**config.mk**
```make
export PLATFORM = sky130hd
export DESIGN_NAME = seven_segment_counter_mux
export DESIGN_NICKNAME = d
export VERILOG_FILES = /design/src/rtl/seven_segment_counter_mux.sv
export SDC_FILE = /design/constraint.sdc
export NUM_CORES = 1
export LEC_CHECK = 0
export BUFFER_PORTS_ARGS = -buffer_cell sky130_fd_sc_hd__buf_2
export CORE_UTILIZATION = 55
export CTS_CLUSTER_DIAMETER = 100
export CTS_CLUSTER_SIZE = 28
export DETAILED_ROUTE_END_ITERATION = 8
export GPL_ROUTABILITY_DRIVEN = 0
export PLACE_DENSITY = 0.72
export SLEW_MARGIN = 20
export SYNTH_ARGS = -nofsm -noshare
export SYNTH_HDL_FRONTEND = slang
export SYNTH_SLANG_ARGS = --single-unit
```
**constraint.sdc**
```tcl
create_clock -name clk -period 2.3 [get_ports clk]
set_clock_uncertainty 0.1 [all_clocks]
set_input_delay 0.23 -clock clk [delete_from_list [all_inputs] [get_ports clk]]
set_output_delay 0.23 -clock clk [all_outputs]
set_load 0.05 [all_outputs]
```
**src/rtl/seven_segment_counter_mux.sv**
```systemverilog
// Multi-digit BCD/hex up/down counter with prescaler, digit scan and
// leading-zero blanking. Ports: clk, rst (async low), en, up, clear -> segments, digit_sel, wrap.
module seven_segment_counter_mux #(
  parameter int MAX_COUNT = 16_000_000,
  parameter int DIGITS    = 2,
  parameter int MUX_COUNT = 1024,
  parameter int DECIMAL   = 1,
  parameter int LZB       = 1
) (
  input  logic              clk,
  input  logic              rst,
  input  logic              en,
  input  logic              up,
  input  logic              clear,
  output logic [6:0]        segments,
  output logic [DIGITS-1:0] digit_sel,
  output logic              wrap
);

  localparam int PW = (MAX_COUNT > 1) ? $clog2(MAX_COUNT) : 1;
  localparam int MW = (MUX_COUNT > 1) ? $clog2(MUX_COUNT) : 1;
  localparam int IW = (DIGITS > 1) ? $clog2(DIGITS) : 1;
  localparam int VW = 4 * DIGITS;
  localparam logic [3:0] DMAX = (DECIMAL != 0) ? 4'd9 : 4'd15;

  logic [PW-1:0]     presc;
  logic [VW-1:0]     value;
  logic [VW-1:0]     value_nxt;
  logic              carry;
  logic              tick;
  logic [3:0]        d;
  logic [MW-1:0]     mux_cnt;
  logic [IW-1:0]     idx;
  logic [DIGITS-1:0] blank;
  logic              hz;
  logic [3:0]        nib;

  assign tick = en && (presc == PW'(MAX_COUNT - 1));

  // Ripple carry/borrow; carry out of the top digit marks a full wrap.
  always_comb begin
    value_nxt = value;
    carry     = 1'b1;
    d         = 4'd0;
    for (int k = 0; k < DIGITS; k++) begin
      d = value[k*4 +: 4];
      if (carry) begin
        if (up) begin
          if (d == DMAX) begin
            value_nxt[k*4 +: 4] = 4'd0;
          end else begin
            value_nxt[k*4 +: 4] = d + 4'd1;
            carry = 1'b0;
          end
        end else begin
          if (d == 4'd0) begin
            value_nxt[k*4 +: 4] = DMAX;
          end else begin
            value_nxt[k*4 +: 4] = d - 4'd1;
            carry = 1'b0;
          end
        end
      end
    end
  end

  always_ff @(posedge clk or negedge rst) begin
    if (!rst) begin
      presc <= '0;
      value <= '0;
      wrap  <= 1'b0;
    end else if (clear) begin
      presc <= '0;
      value <= '0;
      wrap  <= 1'b0;
    end else begin
      wrap <= tick && carry;
      if (en) presc <= tick ? '0 : presc + PW'(1);
      if (tick) value <= value_nxt;
    end
  end

  // Scan runs free of en/clear so the display never stalls.
  always_ff @(posedge clk or negedge rst) begin
    if (!rst) begin
      mux_cnt <= '0;
      idx     <= '0;
    end else if (mux_cnt == MW'(MUX_COUNT - 1)) begin
      mux_cnt <= '0;
      idx     <= (idx == IW'(DIGITS - 1)) ? '0 : idx + IW'(1);
    end else begin
      mux_cnt <= mux_cnt + MW'(1);
    end
  end

  // A digit blanks when it and all digits above it are zero.
  always_comb begin
    hz    = 1'b1;
    blank = '0;
    for (int k = DIGITS - 1; k >= 0; k--) begin
      hz = hz && (value[k*4 +: 4] == 4'd0);
      blank[k] = (LZB != 0) && (k != 0) && hz;
    end
  end

  assign nib       = value[{idx, 2'b00} +: 4];
  assign digit_sel = DIGITS'(1) << idx;

  always_comb begin
    segments = 7'h00;
    if (!blank[idx]) begin
      case (nib)
        4'h0: segments = 7'h3F;
        4'h1: segments = 7'h06;
        4'h2: segments = 7'h5B;
        4'h3: segments = 7'h4F;
        4'h4: segments = 7'h66;
        4'h5: segments = 7'h6D;
        4'h6: segments = 7'h7D;
        4'h7: segments = 7'h07;
        4'h8: segments = 7'h7F;
        4'h9: segments = 7'h6F;
        4'hA: segments = 7'h77;
        4'hB: segments = 7'h7C;
        4'hC: segments = 7'h39;
        4'hD: segments = 7'h5E;
        4'hE: segments = 7'h79;
        4'hF: segments = 7'h71;
        default: segments = 7'h00;
      endcase
    end
  end

endmodule

```
## After elaboration in Yosys (flattened, before gate mapping)

Memory sizes are Yosys's and may differ from the RTL's.
Index checks and enable logic that the tools add are counted.

- Flip-flop bits (word level): 44
- Memory bits (read-only): 112
- Output and inout bits: 10
- Memories kept: 1

Memory list:

| memory | depth | bits a word | read ports | clocked after memory_dff | wr ports | line | RTL |
|---|---|---|---|---|---|---|---|
| (name not given) | 16 | 7 | 1 | 0 | 0 | 112 | `case (nib)` |

- $add $sub $neg: 7
- Magnitude comparators: 1
- Equal/unequal tests: 4
- Shift-type cells: 2
- Muxes and demuxes: 25
- Reductions and logical operators: 8

Operators by type and width:

| kind | count |
|---|---|
| $mux 24 | 3 |
| $mux 4 | 7 |
| $add 24x1->24 const B | 1 |
| $eq 24x24->1 const B | 1 |
| $mux 8 | 2 |
| $mux 1 | 11 |
| $add 10x1->10 const B | 1 |
| $eq 10x10->1 const B | 1 |
| $mux 10 | 1 |
| $add 4x1->4 const B | 2 |
| $eq 4x4->1 const B | 2 |
| $logic_not 4->1 | 2 |
| $shiftx 8x4->4 | 1 |
| $sub 4x1->4 const B | 2 |
| $mux 7 | 1 |
| $reduce_bool 2->1 | 3 |
| $logic_and 1x1->1 | 2 |
| $lt 1x2->1 const B | 1 |
| $reduce_and 2->1 | 1 |
| $shl 1x1->2 const A | 1 |
| $add 1x1->1 const B | 1 |

## Longest topological paths before layout

Gate-level depths: netlist (run 1).

- Word-level depth: 6
- Depth in mapped cells: 8

## Worst setup path after synthesis (run 1)

No wires, ideal clock.

- Path type: register to output
- Start: register idx
- End: output segments[5]
- Arrival: 3,074 ps
- Setup slack: -1,104 ps
- Stages on the path, launching flop included: 9
- Buffers on the path: 1
- Cells stage by stage: dfrtp_1 > clkbuf_1 > inv_1 > a21boi_0 > inv_1 > ha_1 > nand2_1 > o21ai_0 > a221oi_1

- Cells in the longest elaborated chain, start to end: 3
- Elaborated cells on any way between the ends: 5

RTL lines:

| item | line | RTL |
|---|---|---|
| start, declared | 33 | `logic [IW-1:0] idx;` |
| start signal, assigned | 90 | `idx <= (idx == IW'(DIGITS - 1)) ? '0 : idx + IW'(1);` |
| $shiftx 8x4->4 or $mux 1 (tied branches) | 106, 111 |  |
| $mem_v2 16x7 or $mux 1 (tied branches) | - |  |
| $mux 7 (*) | 111 | `if (!blank[idx]) begin` |
| end, declared | 15 | `output logic [6:0] segments,` |

Mark *: on every way between the ends. The rest lies on a longest branch, timed or not. The select of a mux whose other input is x is not followed.

## Final worst setup path (run 1)

- Start: register idx
- End: output segments[0]

Same word-level chain as after synthesis.

==> impl_metrics.json, run 1 <==
{
  "htree_levels": 2,
  "p_leak_nw": 1.54,
  "setup-tns-final_ps": -778,
  "yosys.area.top_type_share_pct": 37.5,
  "first_pass_iters": 4,
  "tightest_slew_ps": 646,
  "path_max_fanout": 5,
  "final_util_pct": 73.3,
  "die_area_um2": 5640,
  "r2r_cells": 5,
  "diodes": 0,
  "instances_no_fill": 438,
  "clock_latency_ps": 290,
  "path_class": "register to output pin",
  "cp-start-kind": "register",
  "synth_ff_type": "dfrtp_1",
  "fmax_ghz": 0.401,
  "routedWlPerCell_um": 17.2,
  "syn_area_um2": 2940,
  "antenna_left": 0,
  "hold_slack_ps": 175,
  "setup_slack_ps": -196,
  "drt_iter0_drc": 108,
  "core_region_area_um2": 5140,
  "grt_pass1_vias": 2475,
  "multi_input_area_um2": 1990,
  "io_buffers": 14,
  "final_nets": 386,
  "crit_arrival_ps": 2170,
  "finalSetupViolCount": 7,
  "hold_end": "presc[1]",
  "rsz0062_at_grt": "true",
  "r2r_slack_ps": 100,
  "vdd_drop_max_uv": 302,
  "maxCapViolations": 0,
  "run_status": "complete, but fails checks",
  "crit_required_ps": 1970,
  "avgSynthCellArea_um2": 9.04,
  "die_x_um": 75.1,
  "critPathBufInv": 3,
  "grt_overflow_total": 0,
  "worstHoldPathCells": 3,
  "drt-vias-per-instance": 6.03,
  "cts_tree": "built",
  "synth_fp_nets": 343,
  "min_from": "en",
  "ys_warn_count": 0,
  "clk_pin_slew_worst_paths_ps": 80,
  "synth.distinct_cells": 50,
  "synth_edf_count": 0,
  "cp-end-kind": "output pin",
  "place_hpwl_um": 4900,
  "cp_cell_sequence": "clkinvlp_4 > a21boi_4 > inv_2 > ha_4 > or3_4 > o311ai_4 > nor2b_4 > buf_8",
  "placed_cells": 425,
  "period_needed_ps": 2500,
  "clkSinkCount": 44,
  "drive_gt1_share_pct": 26.4,
  "vias": 2640,
  "drt_wl_total_um": 7550,
  "cts-root-buf": "clkbuf_8",
  "grt_pass1_wl_um": 11500,
  "pre_cts_ws_ps": 13.0,
  "synthToLayoutAreaGrowth_pct": 28.3,
  "r2r-start": "presc[4]",
  "cpLargestDelayFamily": "simple AND/OR/NAND/NOR gates",
  "grt_max_degree": 29,
  "hold_viol_final": 0,
  "async_reset_ff_share_pct": 100,
  "track_usage_pct": 27.4,
  "slew_headroom_pct": 57.0,
  "r2r_end": "value[7]",
  "die_height_um": 75.1,
  "ioPinCount": 15,
  "rows": 26,
  "violations": "setup timing",
  "path_depth": 8,
  "slew_viol_final": 0,
  "power_density_nw_per_um2": 362,
  "yosys-top-cells-area": "dfrtp_1, ha_1, xnor2_1, nor2_1, a21oi_1",
  "synth_cells": 325,
  "post-route-period-util_pct": 109,
  "min_path_type": "input pin to register",
  "cts_buffers": 5,
  "critPathSlowestCell": "dfrtp_2",
  "clock_path_buffers": 2,
  "drc": 0,
  "fill_cells": 390,
  "synth_area_leader_cell": "dfrtp_1",
  "start_util_pct": 57.1,
  "ys_seq_area_share_pct": 37.5,
  "antenna_found_initial": 0,
  "synth-seq-cells": 44,
  "crit_path_max_incr_delay_ps": 470,
  "seq_area_um2": 1100
}
-- tightest hold or removal path, cell delays in order --
cell and delay (ps):
buf_2 140, o211ai_1 90, a21oi_1 70
-- kinds of logic after synthesis --
group,count (synthesis),share of synthesized area (%)
XOR/XNOR,21,6.26
AO/OA/AOI/OAI,68,15.5
multiplexers,11,4.05
buffers and inverters,30,4.26
AND/OR/NAND/NOR,138,26.9
flip-flops,44,37.5
adder cells (fa/ha/maj),13,5.54
-- report_power, final --
part | switching [mW] | total, mW | internal [mW]
Combinational | 0.0428 | 0.0644 | 0.0217
Sequential | 0.00372 | 0.779 | 0.775
Clock | 0.254 | 0.521 | 0.268
Total | 0.300 | 1.36 | 1.06
-- sequential cells by signal, indices dropped and copies added (netlist names) --
| signal | cells |
|---|---|
| value | 8 |
| presc | 24 |
| idx | 1 |
| wrap | 1 |
| mux_cnt | 10 |
-- synth_stat cells (all sizes together), types with 3 or more instances --
cell type,count
inv,12
and4,6
mux2,4
mux2i,7
dfrtp,44
nor2b,7
o211ai,3
nand4,7
a221oi,5
or3,11
or4,9
o21ai,14
xor2,8
nand2,19
nor4b,4
nand3,11
nor2,27
ha,13
nor3,10
buf,3
xnor2,13
o2111ai,3
clkbuf,15
nor3b,3
nor4,6
nand2b,6
and3,7
a21oi,20
o31ai,6
-- worst max path at each step --
| stage | to | slack, ps | startpoint |
|---|---|---|---|
| global placement | segments[0] | 50 | idx |
| global route | segments[0] | -260 | idx |
| finish | segments[0] | -200 | idx |
| floorplan | segments[0] | -90 | idx |
| CTS | segments[0] | -100 | idx |
| detailed placement | segments[0] | 10 | idx |
-- stage by stage --
| stage | total power, mW | cell area [um^2] |
|---|---|---|
| 2_1_floorplan | 0.826 | 3090 |
| 3_3_place_gp | 0.857 | 3430 |
| 3_5_place_dp | 0.858 | 3430 |
| 4_1_cts | 1.37 | 3690 |
| 5_1_grt | 1.41 | 3770 |
| 6_report | 1.36 | 3770 |
-- cell usage in the layout, fill, tap and decap left out, types with 4 or more instances in the layout --
cell type	count
nor4b_1	4
nor3_1	10
o21ai_0	12
xnor2_1	13
nand3_1	10
and4_1	6
nand2_1	17
a221oi_4	4
or4_1	9
nand2b_1	6
nor2_1	26
nand4_1	6
buf_6	6
buf_4	37
dfrtp_1	43
mux2i_1	5
nor2b_1	6
ha_1	7
xor2_1	8
and3_1	7
nor4_1	5
ha_4	5
buf_2	7
inv_1	9
o31ai_1	6
or3_1	9
clkbuf_8	7
a21oi_1	18
-- routing by layer --
layer  global-route usage (%)  part of all wire, %  vias to the layer above
met3                     4.42                  3.5                       14
met4                     11.3                  2.1                        0
met5                        0                    0                        -
met2                     45.9                   51                       59
li1                         -                    -                     1294
met1                     35.2                   43                     1273
-- cell type report --
cell class	instances	area share, %
Multi-Input combinational cell	251	52.8
Sequential cell	44	29.2
Timing Repair Buffer	54	11.7
Clock buffer	7	2.56
Tap cell	70	2.32
Inverter	12	1.36
-- what timing repair did --
action,in CTS,in global routing
hold buffers,1,0
resized for setup,30,15
gates cloned,0,0
hold endpoints to repair,26,0
pin swaps,5,6
setup endpoints to repair,7,7
buffers inserted,5,0
(Power assumes the default switching activity.)
==> inputs of run 2 (changes only) <==
Settings changed: CELL_PAD_IN_SITES_DETAIL_PLACEMENT set to 1, CELL_PAD_IN_SITES_GLOBAL_PLACEMENT set to 2, CORE_UTILIZATION 55 to 35.
==> impl_metrics.json, run 2 (synthesis gave the netlist of run 1 again) <==
{
  "run_status": "complete, but fails checks",
  "violations": "setup timing",
  "placed_cells": 468,
  "synthToLayoutAreaGrowth_pct": 29.0,
  "rsz0062_at_grt": "true",
  "place_hpwl_um": 5950,
  "crit_path_max_incr_delay_ps": 450,
  "diodes": 0,
  "cts_tree": "built",
  "p_leak_nw": 1.55,
  "clkSinkCount": 44,
  "vias": 2672,
  "critPathSlowestCell": "dfrtp_2",
  "antenna_left": 0,
  "cpLargestDelayFamily": "simple AND/OR/NAND/NOR gates",
  "tightest_slew_ps": 442,
  "period_needed_ps": 2390,
  "final_cell_mix": "buf_4, dfrtp_1, nor2_1",
  "fmax_ghz": 0.418,
  "fill_cells": 939,
  "setup_slack_ps": -93.9,
  "htree_levels": 2,
  "worstHoldPathCells": 3,
  "grt_pass1_vias": 2705,
  "hold_slack_ps": 187,
  "first_pass_iters": 4,
  "core_region_area_um2": 8180,
  "grt_pass1_wl_um": 13600,
  "final_common_cell": "buf_4",
  "crit_arrival_ps": 2060,
  "clk_pin_slew_worst_paths_ps": 90,
  "drt-vias-per-instance": 5.58,
  "cp-end-kind": "output pin",
  "slew_viol_final": 0,
  "post-route-period-util_pct": 104,
  "maxCapViolations": 0,
  "largest_reg_flops": 24,
  "drive_gt1_share_pct": 26.7,
  "cp-start-kind": "register",
  "cts-root-buf": "clkbuf_8",
  "crit_required_ps": 1970,
  "routedWlPerCell_um": 16.8,
  "grt_max_degree": 24,
  "final_nets": 392,
  "cts_buffers": 5,
  "setup-tns-final_ps": -251,
  "hold_viol_final": 0,
  "r2r_cells": 5,
  "vdd_drop_max_uv": 198,
  "path_class": "register to output pin",
  "finalSetupViolCount": 4,
  "die_area_um2": 8760,
  "antenna_found_initial": 0,
  "ioPinCount": 15,
  "die_x_um": 93.6,
  "critPathBufInv": 1,
  "final_util_pct": 46.3,
  "min_path_type": "input pin to register",
  "rows": 33,
  "grt_overflow_total": 0,
  "instances_no_fill": 479,
  "start_util_pct": 35.9,
  "drt_wl_total_um": 8020,
  "top_register": "presc",
  "io_buffers": 14,
  "drt_iter0_drc": 79,
  "drc": 0,
  "clock_path_buffers": 2,
  "reg_top3": "presc: 24 flops, mux_cnt: 10 flops, value: 8 flops",
  "path_max_fanout": 5,
  "path_depth": 6,
  "power_density_nw_per_um2": 348,
  "track_usage_pct": 19.7,
  "cp_cell_sequence": "mux2_4 > ha_4 > or3_1 > o311ai_2 > nor2b_4 > buf_6",
  "clock_latency_ps": 300,
  "slew_headroom_pct": 70.6,
  "die_height_um": 93.6
}
==> run 2: changes by cell type in the layout (fill, tap and decap cells not counted), sizes merged <==
cell	delta
clkbuf	-1
buf	+6
clkinv	+1
==> run 2: where the power goes <==
part	total, mW	internal, mW	leakage, nW	switching, mW
clock network	0.469	0.207	0.0410	0.261
registers	0.779	0.775	0.596	0.00360
logic	0.0702	0.0240	0.908	0.0462
==> run 2: what timing repair did <==
action	in CTS	in global routing
buffers inserted	1	2
setup endpoints to repair	7	9
gates resized for setup	20	17
pin swaps	4	6
hold endpoints to repair	15	0
hold buffers	1	0
==> run 2: final cells by class <==
class | count | area, um^2 | area share [%]
Sequential cell | 44 | 1100 | 29.1
Tap cell | 105 | 131 | 3.47
Clock buffer | 6 | 72.6 | 1.92
Timing Repair Buffer | 60 | 478 | 12.6
Multi-Input combinational cell | 251 | 1950 | 51.4
Inverter | 12 | 51.3 | 1.35
Clock inverter | 1 | 5.00 | 0.132
==> run 2: through the flow <==
step	setup WS (ps)	total power [mW]	area, um^2
2_1_floorplan	-94.9	0.826	3090
3_3_place_gp	62.0	0.865	3530
6_report	-93.9	1.32	3790
3_5_place_dp	27.2	0.865	3530
4_1_cts	-101	1.33	3690
5_1_grt	-186	1.36	3790
==> run 2: final timing paths <==
kind,start,to,slack (ps)
worst max-delay path,idx,segments[0],-90
worst min-delay path,en,presc[1],190
worst max register to register,presc[5],presc[21],140
worst min register to register,mux_cnt[9],mux_cnt[9],380
min in group asynchronous,rst,mux_cnt[9],310
max in group asynchronous,rst,presc[4],1200
==> run 2: per-layer routing <==
layer / vias up / share of wire [%] / global-route usage [%] / routed length, um
li1: 1293 / - / - / -
met1: 1344 / 48 / 26.6 / 3840
met2: 24 / 48 / 33.1 / 3890
met3: 11 / 2.1 / 2.85 / 166
met4: 0 / 1.6 / 5.00 / 125
met5: - / 0 / 0 / 0
==> run 2: tightest hold or removal path, cell delays in order <==
cell      delay [ps]
buf_2            150
o211ai_1         100
a21oi_1           80
==> inputs of run 3 (changes only) <==
Settings changed: ABC_AREA set to 1, ABC_CLOCK_PERIOD_IN_PS set to 2000, CORE_UTILIZATION 35 to 32.
Clock period 2.3 ns to 2 ns, I/O delays scaled along.
==> impl_metrics.json, run 3 <==
{
  "run_status": "complete, but fails checks",
  "violations": "setup timing",
  "synth.distinct_cells": 35,
  "cp-end-kind": "output pin",
  "antenna_left": 0,
  "async_reset_ff_share_pct": 100,
  "ys_seq_area_share_pct": 34.8,
  "cts-root-buf": "clkbuf_8",
  "vias": 3006,
  "reg_top3": "presc: 24 flops, mux_cnt: 10 flops, value: 8 flops",
  "placed_cells": 615,
  "top_register": "presc",
  "p_leak_nw": 1.93,
  "power_density_nw_per_um2": 461,
  "die_area_um2": 10300,
  "crit_required_ps": 1700,
  "yosys.area_share.simple_pct": 38.3,
  "ys_warn_count": 0,
  "clock_path_buffers": 2,
  "finalSetupViolCount": 7,
  "synth_compound_area_share_pct": 9.00,
  "core_region_area_um2": 9420,
  "io_buffers": 14,
  "synth.most_common_cell": "nand2_1",
  "ioPinCount": 15,
  "tightest_slew_ps": 574,
  "track_usage_pct": 18.8,
  "synth_ff_type": "dfrtp_1",
  "cts_tree": "built",
  "r2r_cells": 9,
  "htree_levels": 2,
  "drc": 0,
  "syn_area_um2": 3170,
  "final_common_cell": "nand2_1",
  "instances_no_fill": 630,
  "grt_max_degree": 24,
  "final_cell_mix": "nand2_1, nor2_1, inv_1",
  "start_util_pct": 33.6,
  "grt_overflow_total": 0,
  "period_needed_ps": 2160,
  "vdd_drop_max_uv": 260,
  "placed_area_um2": 3690,
  "hold_viol_final": 0,
  "first_pass_iters": 4,
  "final_nets": 519,
  "synth_edf_count": 0,
  "die_x_um": 102,
  "rsz0062_at_grt": "true",
  "synth_xor_area_share_pct": 3.87,
  "drive_gt1_share_pct": 26.7,
  "synth_fp_nets": 465,
  "largest_reg_flops": 24,
  "place_hpwl_um": 7030,
  "synth_commonest_cells": "nand2_1, nor2_1, inv_1",
  "synthToLayoutAreaGrowth_pct": 30.6,
  "avgSynthCellArea_um2": 7.09,
  "die_height_um": 102,
  "post-route-period-util_pct": 108,
  "antenna_found_initial": 0,
  "drt-vias-per-instance": 4.77,
  "synth_cells": 447,
  "fmax_ghz": 0.463,
  "slew_headroom_pct": 61.7,
  "pre_cts_ws_ps": -30.2,
  "clock_latency_ps": 300,
  "worstHoldPathCells": 3,
  "diodes": 0,
  "clkSinkCount": 44,
  "synth.mux.area_fraction_pct": 0,
  "path_class": "register to output pin",
  "rows": 35,
  "cp-start-kind": "register",
  "routedWlPerCell_um": 14.5,
  "path_max_fanout": 7,
  "maxCapViolations": 0,
  "cts_buffers": 5,
  "drt_wl_total_um": 9130,
  "grt_pass1_wl_um": 15200,
  "grt_pass1_vias": 3119,
  "synth_area_leader_cell": "dfrtp_1",
  "p_total_mw": 1.91,
  "synth_top_family_by_area": "simple AND/OR/NAND/NOR gates",
  "yosys-top-cells-area": "dfrtp_1, nand2_1, nor2_1, inv_1, nand3_1",
  "crit_arrival_ps": 1860,
  "min_path_type": "input pin to register",
  "clk_pin_slew_worst_paths_ps": 90,
  "synth_fa_ha_area_share_pct": 5.13,
  "drt_iter0_drc": 63,
  "synth-seq-cells": 44,
  "yosys.area.top_type_share_pct": 34.8,
  "final_cell_area_um2": 4140,
  "slew_viol_final": 0,
  "setup_slack_ps": -158
}
==> run 3: cell count changes after synthesis, sizes merged, moves of 9 or more <==
cell and delta:
o21ai +13, xnor2 -9, nor2 +47, or3 -11
or4 -9, nand2 +94, nor3 +9, nand3 +29
inv +48, clkbuf -14
==> run 3: where the power goes <==
part	switching, mW	internal (mW)
Sequential	0.0213	0.908
Clock	0.313	0.492
Combinational	0.110	0.0623
==> run 3: repair_timing <==
action,CTS,global route
setup buffers,3,4
hold buffers,1,0
endpoints found under the hold margin,22,0
pin swaps,7,14
endpoints found under the setup margin,7,7
resized for setup,44,22
==> run 3: worst max-delay path: stages, from the launching register on <==
cell and delay (ps):
dfrtp_2 490, nand2_2 120, o21ai_4 70, inv_2 80
buf_6 110, buf_6 110, ha_4 150, nand2_4 60
a31oi_4 200, buf_6 180
==> run 3: routing by layer <==
metal | routed length, um | up-vias | track usage [%]
met5 | 0 | - | 0
met4 | 69 | 0 | 3.68
met3 | 101 | 6 | 2.48
met2 | 4610 | 17 | 33.4
met1 | 4350 | 1448 | 24.3
li1 | - | 1535 | -
==> run 3: cells by family (layout without fill, tap and decap cells) <==
group	Yosys count	count (layout)
adders and majority gates	13	13
buffers and inverters	66	120
and+or+nand+nor	259	259
xor gates and xnor gates	14	14
DFF	44	44
AOI/OAI and AO/OA	51	51
==> run 3: worst paths after layout <==
kind	start	to	slack, ps
max reg2reg	presc[1]	value[1]	150
min in group asynchronous	rst	wrap	320
max in group asynchronous	rst	idx	920
min	en	presc[0]	150
min reg2reg	mux_cnt[4]	mux_cnt[4]	410
max	idx	segments[4]	-160
==> run 3: cell type report <==
| cell class | count | area [um^2] |
|---|---|---|
| Clock buffer | 5 | 68.8 |
| Clock inverter | 2 | 60.1 |
| Fill cell | 1204 | 5280 |
| Inverter | 60 | 231 |
| Multi-Input combinational cell | 337 | 2050 |
| Sequential cell | 44 | 1100 |
| Tap cell | 129 | 161 |
| Timing Repair Buffer | 53 | 464 |
==> run 3: metrics by stage <==
| stage | hold slack, ps | TNS [ps] | util, % |
|---|---|---|---|
| 2_1_floorplan | -196 | -51.4 | - |
| 3_3_place_gp | 122 | 0 | 39.2 |
| 3_5_place_dp | 123 | -116 | 39.2 |
| 4_1_cts | 145 | -909 | 42.5 |
| 5_1_grt | 165 | -1700 | 43.9 |
| 6_report | 155 | -1010 | 43.9 |
